===== src/rtl/id_ex_reg_if.sv =====
// -----------------------------------------------------------------------------
// id_ex_reg_if
// Bundle of the ID/EX pipeline register signals.
//   Upstream side (driven by ID stage / controlUnit / hazard sources):
//     flush, ex_hold, id_valid, the seven 1-bit controls, ALUOp,
//     id_pc4, id_rdata1, id_rdata2, id_imm, id_rs, id_rt, id_rd.
//   Downstream side (driven by the register):
//     ex_* registered copies, ex_valid, load_use_stall (combinational).
// modport master : the ID-side driver (drives inputs, observes outputs).
// modport slave  : the id_ex_reg block itself.
// Handshake: there is no valid/ready pair; id_valid/ex_valid qualify the
// payload, ex_hold freezes the register, load_use_stall asks IF/ID and the PC
// to hold in the same cycle it is asserted.
// -----------------------------------------------------------------------------
interface id_ex_reg_if #(
  parameter int DATA_W = 32,
  parameter int REG_W  = 5
);
  logic              flush;
  logic              ex_hold;
  logic              id_valid;
  logic              RegDst;
  logic              ALUSrc;
  logic              MemtoReg;
  logic              RegWrite;
  logic              MemRead;
  logic              MemWrite;
  logic              Branch;
  logic [2:0]        ALUOp;
  logic [DATA_W-1:0] id_pc4;
  logic [DATA_W-1:0] id_rdata1;
  logic [DATA_W-1:0] id_rdata2;
  logic [DATA_W-1:0] id_imm;
  logic [REG_W-1:0]  id_rs;
  logic [REG_W-1:0]  id_rt;
  logic [REG_W-1:0]  id_rd;

  logic              ex_RegDst;
  logic              ex_ALUSrc;
  logic              ex_MemtoReg;
  logic              ex_RegWrite;
  logic              ex_MemRead;
  logic              ex_MemWrite;
  logic              ex_Branch;
  logic [2:0]        ex_ALUOp;
  logic [DATA_W-1:0] ex_pc4;
  logic [DATA_W-1:0] ex_rdata1;
  logic [DATA_W-1:0] ex_rdata2;
  logic [DATA_W-1:0] ex_imm;
  logic [REG_W-1:0]  ex_rs;
  logic [REG_W-1:0]  ex_rt;
  logic [REG_W-1:0]  ex_rd;
  logic              ex_valid;
  logic              load_use_stall;

  modport master (
    output flush, ex_hold, id_valid,
    output RegDst, ALUSrc, MemtoReg, RegWrite, MemRead, MemWrite, Branch, ALUOp,
    output id_pc4, id_rdata1, id_rdata2, id_imm, id_rs, id_rt, id_rd,
    input  ex_RegDst, ex_ALUSrc, ex_MemtoReg, ex_RegWrite, ex_MemRead,
    input  ex_MemWrite, ex_Branch, ex_ALUOp,
    input  ex_pc4, ex_rdata1, ex_rdata2, ex_imm, ex_rs, ex_rt, ex_rd,
    input  ex_valid, load_use_stall
  );

  modport slave (
    input  flush, ex_hold, id_valid,
    input  RegDst, ALUSrc, MemtoReg, RegWrite, MemRead, MemWrite, Branch, ALUOp,
    input  id_pc4, id_rdata1, id_rdata2, id_imm, id_rs, id_rt, id_rd,
    output ex_RegDst, ex_ALUSrc, ex_MemtoReg, ex_RegWrite, ex_MemRead,
    output ex_MemWrite, ex_Branch, ex_ALUOp,
    output ex_pc4, ex_rdata1, ex_rdata2, ex_imm, ex_rs, ex_rt, ex_rd,
    output ex_valid, load_use_stall
  );
endinterface


===== src/rtl/id_ex_reg.sv =====
// -----------------------------------------------------------------------------
// id_ex_reg
// ID/EX pipeline register with load-use hazard detection.
// Ports:
//   clk  - rising-edge clock
//   rst  - asynchronous, active-high reset (clears every registered output)
//   bus  - id_ex_reg_if.slave: ID-side inputs, EX-side registered outputs and
//          the combinational load_use_stall request.
// Edge priority: flush > ex_hold > load_use_stall > capture.
// A bubble is the all-zero stage; capturing an instruction with id_valid=0
// also loads the all-zero stage so no stray RegWrite/MemWrite reaches EX.
// -----------------------------------------------------------------------------
module id_ex_reg #(
  parameter int DATA_W = 32,
  parameter int REG_W  = 5
) (
  input logic         clk,
  input logic         rst,
  id_ex_reg_if.slave  bus
);

  typedef struct packed {
    logic              reg_dst;
    logic              alu_src;
    logic              memto_reg;
    logic              reg_write;
    logic              mem_read;
    logic              mem_write;
    logic              branch;
    logic [2:0]        alu_op;
    logic [DATA_W-1:0] pc4;
    logic [DATA_W-1:0] rdata1;
    logic [DATA_W-1:0] rdata2;
    logic [DATA_W-1:0] imm;
    logic [REG_W-1:0]  rs;
    logic [REG_W-1:0]  rt;
    logic [REG_W-1:0]  rd;
    logic              valid;
  } stage_t;

  stage_t r_stage;
  stage_t w_capture;
  logic   w_rt_match;
  logic   w_load_use_stall;

  // Invalid ID slots collapse to the bubble value.
  always_comb begin
    w_capture = '0;
    if (bus.id_valid) begin
      w_capture.reg_dst   = bus.RegDst;
      w_capture.alu_src   = bus.ALUSrc;
      w_capture.memto_reg = bus.MemtoReg;
      w_capture.reg_write = bus.RegWrite;
      w_capture.mem_read  = bus.MemRead;
      w_capture.mem_write = bus.MemWrite;
      w_capture.branch    = bus.Branch;
      w_capture.alu_op    = bus.ALUOp;
      w_capture.pc4       = bus.id_pc4;
      w_capture.rdata1    = bus.id_rdata1;
      w_capture.rdata2    = bus.id_rdata2;
      w_capture.imm       = bus.id_imm;
      w_capture.rs        = bus.id_rs;
      w_capture.rt        = bus.id_rt;
      w_capture.rd        = bus.id_rd;
      w_capture.valid     = 1'b1;
    end
  end

  // A load in EX whose destination ($rt) is read by the ID instruction.
  // $zero is never a real dependency.
  assign w_rt_match       = (r_stage.rt == bus.id_rs) || (r_stage.rt == bus.id_rt);
  assign w_load_use_stall = r_stage.valid & r_stage.mem_read & (r_stage.rt != '0) &
                            bus.id_valid & w_rt_match;

  // ex_hold outranks the stall bubble: while EX is frozen the load stays put,
  // the stall stays asserted and IF/ID stays frozen with it.
  always_ff @(posedge clk or posedge rst) begin
    if (rst) begin
      r_stage <= '0;
    end else if (bus.flush) begin
      r_stage <= '0;
    end else if (bus.ex_hold) begin
      r_stage <= r_stage;
    end else if (w_load_use_stall) begin
      r_stage <= '0;
    end else begin
      r_stage <= w_capture;
    end
  end

  assign bus.ex_RegDst      = r_stage.reg_dst;
  assign bus.ex_ALUSrc      = r_stage.alu_src;
  assign bus.ex_MemtoReg    = r_stage.memto_reg;
  assign bus.ex_RegWrite    = r_stage.reg_write;
  assign bus.ex_MemRead     = r_stage.mem_read;
  assign bus.ex_MemWrite    = r_stage.mem_write;
  assign bus.ex_Branch      = r_stage.branch;
  assign bus.ex_ALUOp       = r_stage.alu_op;
  assign bus.ex_pc4         = r_stage.pc4;
  assign bus.ex_rdata1      = r_stage.rdata1;
  assign bus.ex_rdata2      = r_stage.rdata2;
  assign bus.ex_imm         = r_stage.imm;
  assign bus.ex_rs          = r_stage.rs;
  assign bus.ex_rt          = r_stage.rt;
  assign bus.ex_rd          = r_stage.rd;
  assign bus.ex_valid       = r_stage.valid;
  assign bus.load_use_stall = w_load_use_stall;

endmodule

===== src/flat_wrapper.sv =====
// flat-port wrapper written by rule: the top's interface ports become plain ports
module id_ex_reg_flat 
#(
  parameter int DATA_W = 32,
  parameter int REG_W  = 5
)
  (clk, rst, bus_flush, bus_ex_hold, bus_id_valid, bus_RegDst, bus_ALUSrc, bus_MemtoReg, bus_RegWrite, bus_MemRead, bus_MemWrite, bus_Branch, bus_ALUOp, bus_id_pc4, bus_id_rdata1, bus_id_rdata2, bus_id_imm, bus_id_rs, bus_id_rt, bus_id_rd, bus_ex_RegDst, bus_ex_ALUSrc, bus_ex_MemtoReg, bus_ex_RegWrite, bus_ex_MemRead, bus_ex_MemWrite, bus_ex_Branch, bus_ex_ALUOp, bus_ex_pc4, bus_ex_rdata1, bus_ex_rdata2, bus_ex_imm, bus_ex_rs, bus_ex_rt, bus_ex_rd, bus_ex_valid, bus_load_use_stall);
  id_ex_reg_if #(.DATA_W(DATA_W), .REG_W(REG_W)) bus_i ();
  input logic clk;
  input logic rst;
  input wire logic [$bits(bus_i.flush)-1:0] bus_flush;
  input wire logic [$bits(bus_i.ex_hold)-1:0] bus_ex_hold;
  input wire logic [$bits(bus_i.id_valid)-1:0] bus_id_valid;
  input wire logic [$bits(bus_i.RegDst)-1:0] bus_RegDst;
  input wire logic [$bits(bus_i.ALUSrc)-1:0] bus_ALUSrc;
  input wire logic [$bits(bus_i.MemtoReg)-1:0] bus_MemtoReg;
  input wire logic [$bits(bus_i.RegWrite)-1:0] bus_RegWrite;
  input wire logic [$bits(bus_i.MemRead)-1:0] bus_MemRead;
  input wire logic [$bits(bus_i.MemWrite)-1:0] bus_MemWrite;
  input wire logic [$bits(bus_i.Branch)-1:0] bus_Branch;
  input wire logic [$bits(bus_i.ALUOp)-1:0] bus_ALUOp;
  input wire logic [$bits(bus_i.id_pc4)-1:0] bus_id_pc4;
  input wire logic [$bits(bus_i.id_rdata1)-1:0] bus_id_rdata1;
  input wire logic [$bits(bus_i.id_rdata2)-1:0] bus_id_rdata2;
  input wire logic [$bits(bus_i.id_imm)-1:0] bus_id_imm;
  input wire logic [$bits(bus_i.id_rs)-1:0] bus_id_rs;
  input wire logic [$bits(bus_i.id_rt)-1:0] bus_id_rt;
  input wire logic [$bits(bus_i.id_rd)-1:0] bus_id_rd;
  output wire logic [$bits(bus_i.ex_RegDst)-1:0] bus_ex_RegDst;
  output wire logic [$bits(bus_i.ex_ALUSrc)-1:0] bus_ex_ALUSrc;
  output wire logic [$bits(bus_i.ex_MemtoReg)-1:0] bus_ex_MemtoReg;
  output wire logic [$bits(bus_i.ex_RegWrite)-1:0] bus_ex_RegWrite;
  output wire logic [$bits(bus_i.ex_MemRead)-1:0] bus_ex_MemRead;
  output wire logic [$bits(bus_i.ex_MemWrite)-1:0] bus_ex_MemWrite;
  output wire logic [$bits(bus_i.ex_Branch)-1:0] bus_ex_Branch;
  output wire logic [$bits(bus_i.ex_ALUOp)-1:0] bus_ex_ALUOp;
  output wire logic [$bits(bus_i.ex_pc4)-1:0] bus_ex_pc4;
  output wire logic [$bits(bus_i.ex_rdata1)-1:0] bus_ex_rdata1;
  output wire logic [$bits(bus_i.ex_rdata2)-1:0] bus_ex_rdata2;
  output wire logic [$bits(bus_i.ex_imm)-1:0] bus_ex_imm;
  output wire logic [$bits(bus_i.ex_rs)-1:0] bus_ex_rs;
  output wire logic [$bits(bus_i.ex_rt)-1:0] bus_ex_rt;
  output wire logic [$bits(bus_i.ex_rd)-1:0] bus_ex_rd;
  output wire logic [$bits(bus_i.ex_valid)-1:0] bus_ex_valid;
  output wire logic [$bits(bus_i.load_use_stall)-1:0] bus_load_use_stall;
  assign bus_i.flush = bus_flush;
  assign bus_i.ex_hold = bus_ex_hold;
  assign bus_i.id_valid = bus_id_valid;
  assign bus_i.RegDst = bus_RegDst;
  assign bus_i.ALUSrc = bus_ALUSrc;
  assign bus_i.MemtoReg = bus_MemtoReg;
  assign bus_i.RegWrite = bus_RegWrite;
  assign bus_i.MemRead = bus_MemRead;
  assign bus_i.MemWrite = bus_MemWrite;
  assign bus_i.Branch = bus_Branch;
  assign bus_i.ALUOp = bus_ALUOp;
  assign bus_i.id_pc4 = bus_id_pc4;
  assign bus_i.id_rdata1 = bus_id_rdata1;
  assign bus_i.id_rdata2 = bus_id_rdata2;
  assign bus_i.id_imm = bus_id_imm;
  assign bus_i.id_rs = bus_id_rs;
  assign bus_i.id_rt = bus_id_rt;
  assign bus_i.id_rd = bus_id_rd;
  assign bus_ex_RegDst = bus_i.ex_RegDst;
  assign bus_ex_ALUSrc = bus_i.ex_ALUSrc;
  assign bus_ex_MemtoReg = bus_i.ex_MemtoReg;
  assign bus_ex_RegWrite = bus_i.ex_RegWrite;
  assign bus_ex_MemRead = bus_i.ex_MemRead;
  assign bus_ex_MemWrite = bus_i.ex_MemWrite;
  assign bus_ex_Branch = bus_i.ex_Branch;
  assign bus_ex_ALUOp = bus_i.ex_ALUOp;
  assign bus_ex_pc4 = bus_i.ex_pc4;
  assign bus_ex_rdata1 = bus_i.ex_rdata1;
  assign bus_ex_rdata2 = bus_i.ex_rdata2;
  assign bus_ex_imm = bus_i.ex_imm;
  assign bus_ex_rs = bus_i.ex_rs;
  assign bus_ex_rt = bus_i.ex_rt;
  assign bus_ex_rd = bus_i.ex_rd;
  assign bus_ex_valid = bus_i.ex_valid;
  assign bus_load_use_stall = bus_i.load_use_stall;
  id_ex_reg #(.DATA_W(DATA_W), .REG_W(REG_W)) u_core (.clk(clk), .rst(rst), .bus(bus_i));
endmodule

===== config.mk =====
export PLATFORM = sky130hd
export DESIGN_NAME = id_ex_reg_flat
export DESIGN_NICKNAME = d
export VERILOG_FILES = /design/src/rtl/id_ex_reg_if.sv /design/src/rtl/id_ex_reg.sv /design/src/flat_wrapper.sv
export SDC_FILE = /design/constraint.sdc
export NUM_CORES = 1
export LEC_CHECK = 0
export CORE_ASPECT_RATIO = 1.75
export CORE_MARGIN = 1.5
export CORE_UTILIZATION = 30
export DETAILED_ROUTE_END_ITERATION = 8
export PLACE_DENSITY = 0.65
export SLEW_MARGIN = 0
export SYNTH_ARGS = -nofsm -noshare
export SYNTH_HDL_FRONTEND = slang
export SYNTH_SLANG_ARGS = --single-unit

===== constraint.sdc =====
create_clock -name clk -period 10.03 [get_ports clk]
set_input_delay 2.006 -clock clk [delete_from_list [all_inputs] [get_ports clk]]
set_output_delay 2.006 -clock clk [all_outputs]
set_load 0.02 [all_outputs]

**Word-level counts from Yosys, hierarchy flattened**

Cells that the tools add are included.

- Bits in writable memories: 0
- Bits in latches: 0
- Output and inout bits: 155
- Register bits after elaboration: 154
- Input port bits: 158
- Memories: 0
- Bits in read-only memories: 0

- Shift-type cells: 0
- $add $sub $neg: 0
- Equal/unequal tests: 3
- Bitwise operators: 4
- Reductions and logical operators: 2
- Muxes and demuxes: 4
- Divide/modulo/power cells: 0
- Magnitude comparators: 0
- $mul: 0

Operators by type and width:

| kind | count |
|---|---|
| $mux 154 | 4 |
| $eq 5x5->1 | 2 |
| $reduce_bool 5->1 | 1 |
| $and 1x1->1 | 4 |
| $ne 2x2->1 const B | 1 |
| $logic_or 1x1->1 | 1 |

**Depth between registers and ports, before layout**

Gate-level depths: netlist of run 1.

- Word-level depth: 7
- Depth in mapped cells: 7
- Mapped depth without buffers: 5

**Least setup slack after synthesis of run 1**

Ideal clock, no wire load.

- Path kind: input to output
- Start point: in bus_id_rs[0]
- End point: out bus_load_use_stall
- Data required time: 8.024 ns
- Setup slack: 5.071 ns
- Arrival time: 2.953 ns
- Stages: 5
- Cell sequence: xnor2_1 nand3_1 o22ai_2 and2_1 clkbuf_1

- Word-level cells in the longest chain between the ends: 3

RTL lines:

| what | line | source |
|---|---|---|
| start, declared | flat_wrapper.sv:26 | `input wire logic [$bits(bus_i.id_rs)-1:0] bus_id_rs;` |
| $eq 5x5->1 | id_ex_reg.sv:71 | `assign w_rt_match = (r_stage.rt == bus.id_rs) \|\| (r_stage.rt == bus.id_rt);` |
| $logic_or 1x1->1 | id_ex_reg.sv:71 |  |
| $and 1x1->1 | id_ex_reg.sv:73 | `bus.id_valid & w_rt_match;` |
| end, declared | flat_wrapper.sv:45 | `output wire logic [$bits(bus_i.load_use_stall)-1:0] bus_load_use_stall;` |

No other way between the ends.

**Worst setup path in the final report of run 1**

- Start point: in bus_id_valid
- End point: out bus_load_use_stall

- Word-level cells in the longest chain between the ends: 2

RTL lines:

| what | line | source |
|---|---|---|
| start, declared | flat_wrapper.sv:13 | `input wire logic [$bits(bus_i.id_valid)-1:0] bus_id_valid;` |
| $and 1x1->1 | id_ex_reg.sv:72 | `assign w_load_use_stall = r_stage.valid & r_stage.mem_read & (r_stage.rt != '0) &` |
| $and 1x1->1 | id_ex_reg.sv:73 |  |

No other way between the ends.

==> results of run 1 <==
[logic make-up after synthesis]
logic type | count (synthesis)
AOI/OAI and AO/OA | 157
DFF | 154
xor gates and xnor gates | 10
and+or+nand+nor | 31
buffers and inverters | 36
[state kept, by name (all words and copies together), names as in the netlist]
signal,count
u_core.bus.ex_rd,5
u_core.bus.ex_ALUOp,3
u_core.bus.ex_RegWrite,1
u_core.bus.ex_MemWrite,1
u_core.bus.ex_ALUSrc,1
u_core.bus.ex_RegDst,1
u_core.bus.ex_valid,1
u_core.bus.ex_rdata1,32
u_core.bus.ex_rt,5
u_core.bus.ex_rs,5
u_core.bus.ex_MemRead,1
u_core.bus.ex_rdata2,32
u_core.bus.ex_MemtoReg,1
u_core.bus.ex_pc4,32
u_core.bus.ex_Branch,1
u_core.bus.ex_imm,32
[metal layers]
layer  global-route usage (%)  share of wire (%)  vias up
met5                        0                  0        -
met4                    8.693                3.0        0
met3                    6.274                7.2       38
met2                    33.06                 54      210
met1                    20.55                 36     2308
li1                         -                  -     2071
[tightest hold or removal path, cell delays in order (launching register included)]
cell                      delay (ns)
sky130_fd_sc_hd__dfrtp_1        0.35
sky130_fd_sc_hd__nand2_1        0.05
sky130_fd_sc_hd__o21ai_0        0.06
[metrics by stage]
step / setup WS [ns] / utilization (%) / cells
after floorplan: 3.874 / - / 388
after global placement: 3.920 / 48.21 / 908
after detailed placement: 3.873 / 48.21 / 908
after CTS: 3.866 / 51.58 / 939
after global routing: 3.697 / 51.58 / 939
final: 3.832 / 51.58 / 939
[power by group through the flow]
stage / Combinational [µW] / Sequential [µW] / Clock, µW
after floorplan: 52.5 / 698 / 0
after global placement: 206 / 670 / 0
after detailed placement: 209 / 670 / 0
after CTS: 210 / 660 / 700
after global routing: 220 / 663 / 727
final: 207 / 660 / 682
[cell type report]
class	count	area (µm²)
Clock buffer	20	456.7
Clock inverter	11	167.7
Fill cell	1650	8956
Inverter	1	8.758
Multi-Input combinational cell	198	1597
Sequential cell	154	3854
Tap cell	238	297.8
Timing Repair Buffer	317	3161
[worst paths after layout]
kind | start | endpoint | slack (ns) | cells after the start
max | bus_id_valid | bus_load_use_stall | 3.83 | 5
min in group asynchronous | rst | u_core.bus.ex_rdata2[18]$_DFFE_PP0P_ | 2.09 | 2
min | u_core.bus.ex_rs[0]$_DFFE_PP0P_ | u_core.bus.ex_rs[0]$_DFFE_PP0P_ | 0.49 | 2
min reg2reg | u_core.bus.ex_rs[0]$_DFFE_PP0P_ | u_core.bus.ex_rs[0]$_DFFE_PP0P_ | 0.49 | 2
max reg2reg | u_core.bus.ex_rt[2]$_DFFE_PP0P_ | u_core.bus.ex_pc4[21]$_DFFE_PP0P_ | 7.23 | 6
max in group asynchronous | rst | u_core.bus.ex_pc4[5]$_DFFE_PP0P_ | 6.56 | 3
[placed cells by master, fill, tap and decap left out]
cell type,count
sky130_fd_sc_hd__clkbuf_16,17
sky130_fd_sc_hd__buf_4,5
sky130_fd_sc_hd__clkinvlp_4,2
sky130_fd_sc_hd__inv_6,3
sky130_fd_sc_hd__clkbuf_8,2
sky130_fd_sc_hd__o22ai_2,1
sky130_fd_sc_hd__a21oi_4,1
sky130_fd_sc_hd__clkdlybuf4s50_1,312
sky130_fd_sc_hd__nand2_1,8
sky130_fd_sc_hd__nand3_1,13
sky130_fd_sc_hd__a21o_1,1
sky130_fd_sc_hd__nor2b_4,1
sky130_fd_sc_hd__xnor2_1,10
sky130_fd_sc_hd__nor3_1,1
sky130_fd_sc_hd__nand3b_1,5
sky130_fd_sc_hd__clkinv_2,3
sky130_fd_sc_hd__a21oi_1,1
sky130_fd_sc_hd__bufinv_16,4
sky130_fd_sc_hd__nor2_1,2
sky130_fd_sc_hd__dfrtp_1,154
sky130_fd_sc_hd__and2_1,1
sky130_fd_sc_hd__clkbuf_1,1
sky130_fd_sc_hd__o21ai_0,10
sky130_fd_sc_hd__a22o_1,143
==> flow_summary.toml, run 1 <==
[status]
outcome = "completed"

[flow_run]
maximum_capacitance_violations = 0

[clocking]
cts_hold_buf = 0
clock_latency_ns = 0.44
clock_tree_from_tritoncts = "yes"
htree_num_levels = 4
count_of_clock_tree_sinks = 154
cts_post_setup_buffers_inserted = 0
max-clock-path-buffers = 2
cts.reportedPaths.clkPinSlew_ns = 0.06
clock_tree.root_cell = "sky130_fd_sc_hd__clkbuf_16"
numCtsBuffers = 17
post_cts_resize_count = 0

[critical_path]
cpPeakStageDelay_ns = 0.72
critical_path.endpoint_type = "primary output"
critPathKind = "in -> out"
critical_path_arrival_ns = 4.19
path_common_cell = "sky130_fd_sc_hd__clkdlybuf4s50_1"
start_kind = "input pin"
critical-path-slowest-cell = "sky130_fd_sc_hd__clkdlybuf4s50_1"
required_ns = 8.02
critical_path.n_buffers_inverters = 2
cpLargestDelayFamily = "buffers and inverters"
critPathMaxFanout = 12
cell_by_cell_trace_of_the_critical_path = "clkdlybuf4s50_1 > nand3_1 > a21oi_1 > and2_1 > clkdlybuf4s50_1"

[route]
post_drt_wl_per_cell_um = 19.32
drt_iter0_markers = 153
postRouteAntennaNets = 0
detailroute.via_count = 4627
drcViolationCount = 0
number_of_iterations_in_the_first_detailed_routing_pass = 5
via_per_inst = 4.928
detail_route.wirelength_um = 18140

[synth]
number_of_enable_type_register_cells_in_the_synthesized_netlist = 0
synth_adder_area_share_pct = 0
synth_simple_gate_area_share_pct = 2.807
dominant_combinational_cell_family_by_area_after_synthesis = "compound AO/OA/AOI/OAI gates"
post_synth_mux_area_share_pct = 0
yosysTopAreaCell = "sky130_fd_sc_hd__dfrtp_1"
synth_xor_xnor_area_share_pct = 1.560
syn_area_per_cell_um2 = 14.47
yosys_warnings = 0
postSynthRegisterBits = 154
yosysUniqueCellTypes = 20
ys_top_cells_by_count = "154 x sky130_fd_sc_hd__dfrtp_1, 143 x sky130_fd_sc_hd__a22o_1, 16 x sky130_fd_sc_hd__clkbuf_1"
synth_compound_gate_area_share_pct = 23.93
yosysMostFrequentCell = "sky130_fd_sc_hd__dfrtp_1"
synth.yosys.seq_area_share_pct = 68.63
post_syn_nets = 546
ys_top_cells_by_area = "sky130_fd_sc_hd__dfrtp_1 69%, sky130_fd_sc_hd__a22o_1 22%, sky130_fd_sc_hd__xnor2_1 1.6%"
synth.cell_area_mm2 = 0.005615
asyncSetResetFlopFracSynth_pct = 100.0
synth_ff_type = "sky130_fd_sc_hd__dfrtp_1"
synth_top_cell_area_share_pct = 68.63
synth_cells = 388

[global_route]
grt_pass1_wl_um = 28020
antenna_found_initial = 0
grt_pass1_vias = 5028
globalRouteTotalUtil_pct = 18.91
grt_max_degree = 87
overflow = 0

[sta]
slew_headroom_pct = 42.32
final_hold_viol_count = 0
final_min_period_over_clock_period_pct = 61.79
worst_pin_slew_ns = 0.8653
pins_over_slew_limit = 0
min_period_ns = 6.198
report.final.setup_viol = 0
finalClockSkew_ns = 0.01451
rsz0062_at_grt = "no"
tns_ns = 0
holdWs_ns = 0.4865
max_clock_freq_mhz = 161.3

[power]
power_density_mw_per_mm2 = 162.3
clockPowerShare_pct = 44.0
report.power.total_uw = 1549
combinational_cell_fraction_of_total_power_pct = 13.4
share_seq_of_total_power_pct = 42.6
power_report.internal_total_uw = 1188
leakagePower_uw = 0.004140
peakVddDrop_v = 0.0001349
power.net_switching_uw = 360.6
switching_share_pct = 23.29

[placement]
post-dp-hpwl_um = 12770
placed_area_mm2 = 0.008917
number_of_port_buffers = 312
gp_routability_congestion = 0.8642

[floorplan]
num_rows = 66
placeable_core_region_mm2 = 0.01850
die_w_um = 106.4
pin_count = 313
floorplan.die_area_mm2 = 0.01958
die-height_um = 184.0
start_util_pct = 30.36

[final_layout]
final_area_mm2 = 0.009542
n_antenna_cell = 0
layout-area-overhead-vs-synth_pct = 69.92
layout_cell_share_with_drive_strength_beyond_1_pct = 5.563
nNetsFinal = 847

[worst_hold_path]
holdCritPathClass = "reg -> reg"
Power figures use the tool's default switching activity.
==> run 2: changes to the inputs <==
Settings changed: PLACE_DENSITY 0.65 to 0.68.
Clock period 10.03 ns to 5.3 ns, I/O delays scaled along.
==> run 2 against run 1 <==
Cell count decreased by 0.11%. Via count decreased by 0.37%. Flip-flop and latch count unchanged. Routed wire length decreased by 2.1%. Sequential share of layout area increased by 0.29 points. Design area decreased by 0.72%. Worst setup slack got worse by 2.8 ns. Critical endpoint unchanged. Highest routed layer unchanged.
==> flow_summary.toml, run 2 (synthesized netlist as in run 1, its figures left out) <==
[status]
outcome = "completed"

[power]
power_density_mw_per_mm2 = 297.0
share_seq_of_total_power_pct = 44.4
report.power.total_uw = 2813
combinational_cell_fraction_of_total_power_pct = 13.9
power_report.internal_total_uw = 2124
clockPowerShare_pct = 41.7
power.net_switching_uw = 689.2
peakVddDrop_v = 0.0001707
leakagePower_uw = 0.004109
switching_share_pct = 24.50

[floorplan]
placeable_core_region_mm2 = 0.01850
start_util_pct = 30.36
pin_count = 313
floorplan.die_area_mm2 = 0.01958
die_w_um = 106.4
num_rows = 66
die-height_um = 184.0

[clocking]
max-clock-path-buffers = 2
count_of_clock_tree_sinks = 154
htree_num_levels = 4
cts.reportedPaths.clkPinSlew_ns = 0.06
cts_hold_buf = 0
clock_tree.root_cell = "sky130_fd_sc_hd__clkbuf_16"
numCtsBuffers = 17
cts_post_setup_buffers_inserted = 0
clock_latency_ns = 0.42
clock_tree_from_tritoncts = "yes"
post_cts_resize_count = 0

[critical_path]
critPathKind = "in -> out"
start_kind = "input pin"
critical_path.endpoint_type = "primary output"
critPathMaxFanout = 12
critical_path_arrival_ns = 3.22
required_ns = 4.24

[global_route]
antenna_found_initial = 0
grt_most_used_layer = "met2"
globalRouteTotalUtil_pct = 17.84
grt_util_met3_pct = 5.424
grt_pass1_vias = 5069
grt_pass1_wl_um = 27080
grt_max_degree = 113
grt_util_met2_pct = 31.30
overflow = 0
groute.layer.met1.usage_pct = 19.75

[sta]
rsz0062_at_grt = "no"
tns_ns = 0
finalClockSkew_ns = 0.01143
pins_over_slew_limit = 0
min_period_ns = 4.276
worst_pin_slew_ns = 1.012
final_min_period_over_clock_period_pct = 80.68
slew_headroom_pct = 32.55
report.final.setup_viol = 0
holdWs_ns = 0.4919
final_hold_viol_count = 0
max_clock_freq_mhz = 233.9

[route]
detail_route.wirelength_um = 17760
post_drt_wl_per_cell_um = 18.94
drt_iter0_markers = 179
via_per_inst = 4.915
drcViolationCount = 0
number_of_iterations_in_the_first_detailed_routing_pass = 5
postRouteAntennaNets = 0
detailroute.via_count = 4610

[final_layout]
layout.cells.most_common = "sky130_fd_sc_hd__clkdlybuf4s50_1"
layout_cell_share_with_drive_strength_beyond_1_pct = 5.429
n_antenna_cell = 0
final_cell_mix = "312 x sky130_fd_sc_hd__clkdlybuf4s50_1, 154 x sky130_fd_sc_hd__dfrtp_1, 143 x sky130_fd_sc_hd__a22o_1, 17 x sky130_fd_sc_hd__clkbuf_16, 13 x sky130_fd_sc_hd__nand3_1"
nNetsFinal = 847
layout-area-overhead-vs-synth_pct = 68.69

[placement]
number_of_port_buffers = 312
post-dp-hpwl_um = 12230
gp_routability_congestion = 0.8673

[flow_run]
maximum_capacitance_violations = 0

[worst_hold_path]
holdCritPathClass = "reg -> reg"
run 2: final cells by class:
| cell class | count | area [µm²] |
|---|---|---|
| flip-flops and latches | 154 | 3854 |
| well taps | 238 | 297.8 |
| fillers | 1632 | 9025 |
| inverters | 1 | 8.758 |
| multi-input cells | 198 | 1597 |
| clock buffers | 18 | 429.2 |
| repair buffers | 317 | 3161 |
| clock inverters | 12 | 126.4 |
run 2: critical path: stages:
cell,delay [ns]
sky130_fd_sc_hd__clkdlybuf4s50_1,0.71
sky130_fd_sc_hd__nand3_1,0.12
sky130_fd_sc_hd__a21oi_1,0.27
sky130_fd_sc_hd__and2_1,0.37
sky130_fd_sc_hd__clkdlybuf4s50_1,0.68
run 2: metal layers:
| metal | vias up | part of all wire [%] |
|---|---|---|
| met5 | - | 0 |
| met4 | 0 | 2.6 |
| met3 | 27 | 7.8 |
| met2 | 225 | 52 |
| met1 | 2286 | 37 |
| li1 | 2072 | - |
run 2: stage by stage:
step | setup slack, ns | instances | cell area (µm²) | util, %
2_1_floorplan | 0.09020 | 388 | 5615 | -
3_3_place_gp | 1.142 | 908 | 8917 | 48.21
3_5_place_dp | 1.067 | 908 | 8917 | 48.21
4_1_cts | 1.064 | 938 | 9473 | 51.21
5_1_grt | 0.9651 | 938 | 9473 | 51.21
6_report | 1.024 | 938 | 9473 | 51.21
run 2: path summary, 6_finish.rpt:
check                                           startpoint                                  end  slack, ns  cells after the start
min reg2reg                u_core.bus.ex_rs[0]$_DFFE_PP0P_      u_core.bus.ex_rs[0]$_DFFE_PP0P_       0.49                      2
min                        u_core.bus.ex_rs[0]$_DFFE_PP0P_      u_core.bus.ex_rs[0]$_DFFE_PP0P_       0.49                      2
min in group asynchronous                              rst  u_core.bus.ex_rdata2[4]$_DFFE_PP0P_       1.21                      2
max reg2reg                u_core.bus.ex_rt[4]$_DFFE_PP0P_    u_core.bus.ex_imm[18]$_DFFE_PP0P_       3.28                      6
max in group asynchronous                              rst    u_core.bus.ex_imm[11]$_DFFE_PP0P_       2.98                      3
max                                           bus_id_valid                   bus_load_use_stall       1.02                      5
run 2: power by group through the flow:
stage,combinational [µW],clock [µW],sequential [µW]
6_report,391,1170,1250
5_1_grt,415,1250,1250
4_1_cts,395,1210,1250
3_5_place_dp,393,0,1270
3_3_place_gp,388,0,1270
2_1_floorplan,99.3,0,1320
==> run 3: changes to the inputs <==
Settings changed: PLACE_DENSITY 0.68 to 0.65.
Clock period 5.3 ns to 4.5 ns, I/O delays scaled along.
==> run 3 against run 2 <==
Clock power up 21%. Sequential power up 18%. Flip-flop and latch count unchanged. Worst setup slack worse by 0.49 ns. First-iteration DRC count up 8.9%. Via count down 0.13%. Cell count up 0.43%. Total power up 19%. Count of clock-buffer cells in the layout up 3. Largest cell class unchanged.
==> flow_summary.toml, run 3 (synthesized netlist as in run 1, its figures left out) <==
[clocking]
max-clock-path-buffers = 2
cts_hold_buf = 0
numCtsBuffers = 17
clock_tree_from_tritoncts = "yes"
clock_tree.root_cell = "sky130_fd_sc_hd__clkbuf_16"
htree_num_levels = 4
cts_post_setup_buffers_inserted = 0
clock_latency_ns = 0.43
post_cts_resize_count = 0
count_of_clock_tree_sinks = 154
cts.reportedPaths.clkPinSlew_ns = 0.05

[placement]
post-dp-hpwl_um = 12750
gp_routability_congestion = 0.8806
number_of_port_buffers = 312

[route]
drt_iter0_markers = 195
number_of_iterations_in_the_first_detailed_routing_pass = 4
via_per_inst = 4.887
detail_route.wirelength_um = 17760
detailroute.via_count = 4604
post_drt_wl_per_cell_um = 18.86
postRouteAntennaNets = 0
drcViolationCount = 0

[power]
leakagePower_uw = 0.004119
power_density_mw_per_mm2 = 351.8
peakVddDrop_v = 0.0002706

[global_route]
grt_max_degree = 115
overflow = 0
grt_pass1_vias = 4918
antenna_found_initial = 1
globalRouteTotalUtil_pct = 18.28
grt_pass1_wl_um = 27190

[sta]
min_period_ns = 3.966
final_hold_viol_count = 0
report.final.setup_viol = 0
final_min_period_over_clock_period_pct = 88.12
holdWs_ns = 0.4836
finalClockSkew_ns = 0.01143
max_clock_freq_mhz = 252.2
pins_over_slew_limit = 0
slew_headroom_pct = 18.93
tns_ns = 0
worst_pin_slew_ns = 1.216
rsz0062_at_grt = "no"

[floorplan]
floorplan.die_area_mm2 = 0.01958
die_w_um = 106.4
die-height_um = 184.0
pin_count = 313
num_rows = 66
placeable_core_region_mm2 = 0.01850
start_util_pct = 30.36

[critical_path]
regToRegSetupSlack_ns = 2.47
critical_path.endpoint_type = "primary output"
start_kind = "input pin"
critPathKind = "in -> out"
r2r_cells = 6
critPathMaxFanout = 12
r2r-start = "u_core.bus.ex_rt[4]$_DFFE_PP0P_"
rr_endpoint = "u_core.bus.ex_imm[19]$_DFFE_PP0P_"
required_ns = 3.60
critical_path_arrival_ns = 3.07

[worst_hold_path]
hold_wc_startpoint = "u_core.bus.ex_rs[0]$_DFFE_PP0P_"
min_delay_worst_endpoint = "u_core.bus.ex_rs[0]$_DFFE_PP0P_"
holdCritPathClass = "reg -> reg"
hold_depth = 2

[final_layout]
nNetsFinal = 848
layout_cell_share_with_drive_strength_beyond_1_pct = 5.405
final_cell_mix = "312 x sky130_fd_sc_hd__clkdlybuf4s50_1, 154 x sky130_fd_sc_hd__dfrtp_1, 143 x sky130_fd_sc_hd__a22o_1, 17 x sky130_fd_sc_hd__clkbuf_16, 13 x sky130_fd_sc_hd__nand3_1"
layout.cells.most_common = "sky130_fd_sc_hd__clkdlybuf4s50_1"
layout-area-overhead-vs-synth_pct = 69.88
final_core_utilization_pct = 51.57

[status]
outcome = "completed"

[flow_run]
maximum_capacitance_violations = 0
run 3: worst max-delay path by stage:
stage                 startpoint                                  to  slack [ns]  cells past startpoint
global route        bus_id_valid                  bus_load_use_stall        0.43                      5
CTS                 bus_id_valid                  bus_load_use_stall        0.57                      5
floorplan                    rst  u_core.bus.ex_ALUOp[0]$_DFFE_PP0P_        1.66                      1
finish              bus_id_valid                  bus_load_use_stall        0.53                      5
detailed placement  bus_id_valid                  bus_load_use_stall        0.57                      5
global placement    bus_id_valid                  bus_load_use_stall        0.66                      5
run 3: layer usage:
| metal | up-vias | track usage (%) | wire length, µm |
|---|---|---|---|
| li1 | 2076 | - | - |
| met1 | 2283 | 20.22 | 6510 |
| met2 | 209 | 31.64 | 9480 |
| met3 | 36 | 6.168 | 1217 |
| met4 | 0 | 8.107 | 554 |
| met5 | - | 0 | 0 |
run 3: where the power goes:
group | leakage (µW) | switching [µW] | total (µW) | internal, µW
registers | 0.00210 | 34.7 | 1470 | 1440
clock network | 0.000273 | 551 | 1420 | 871
logic | 0.00175 | 203 | 463 | 260
total | 0.00412 | 789 | 3360 | 2570
run 3: area by class of cell:
| class | count | area, µm² |
|---|---|---|
| fill | 1647 | 8959 |
| inverter | 1 | 7.507 |
| sequential | 154 | 3854 |
| clock inverter | 11 | 147.6 |
| multi-input combinational | 198 | 1597 |
| antenna | 1 | 2.502 |
| tap | 238 | 297.8 |
| timing repair buffer | 318 | 3193 |
| clock buffer | 21 | 440.4 |
run 3: through the flow:
step / power, µW / cell area (µm²) / worst slack, ns / std cells
finish: 3356 / 9539 / 0.5345 / 942
global route: 3498 / 9539 / 0.4257 / 942
CTS: 3407 / 9537 / 0.5687 / 941
floorplan: 1673 / 5619 / 1.655 / 388
detailed placement: 1962 / 8949 / 0.5656 / 909
global placement: 1955 / 8949 / 0.6599 / 909
run 3: critical path: stages:
cell and delay [ns]:
sky130_fd_sc_hd__clkdlybuf4s50_1 0.70, sky130_fd_sc_hd__nand3_1 0.12, sky130_fd_sc_hd__a21oi_1 0.27, sky130_fd_sc_hd__and2_1 0.39
sky130_fd_sc_hd__clkdlybuf4s50_1 0.68
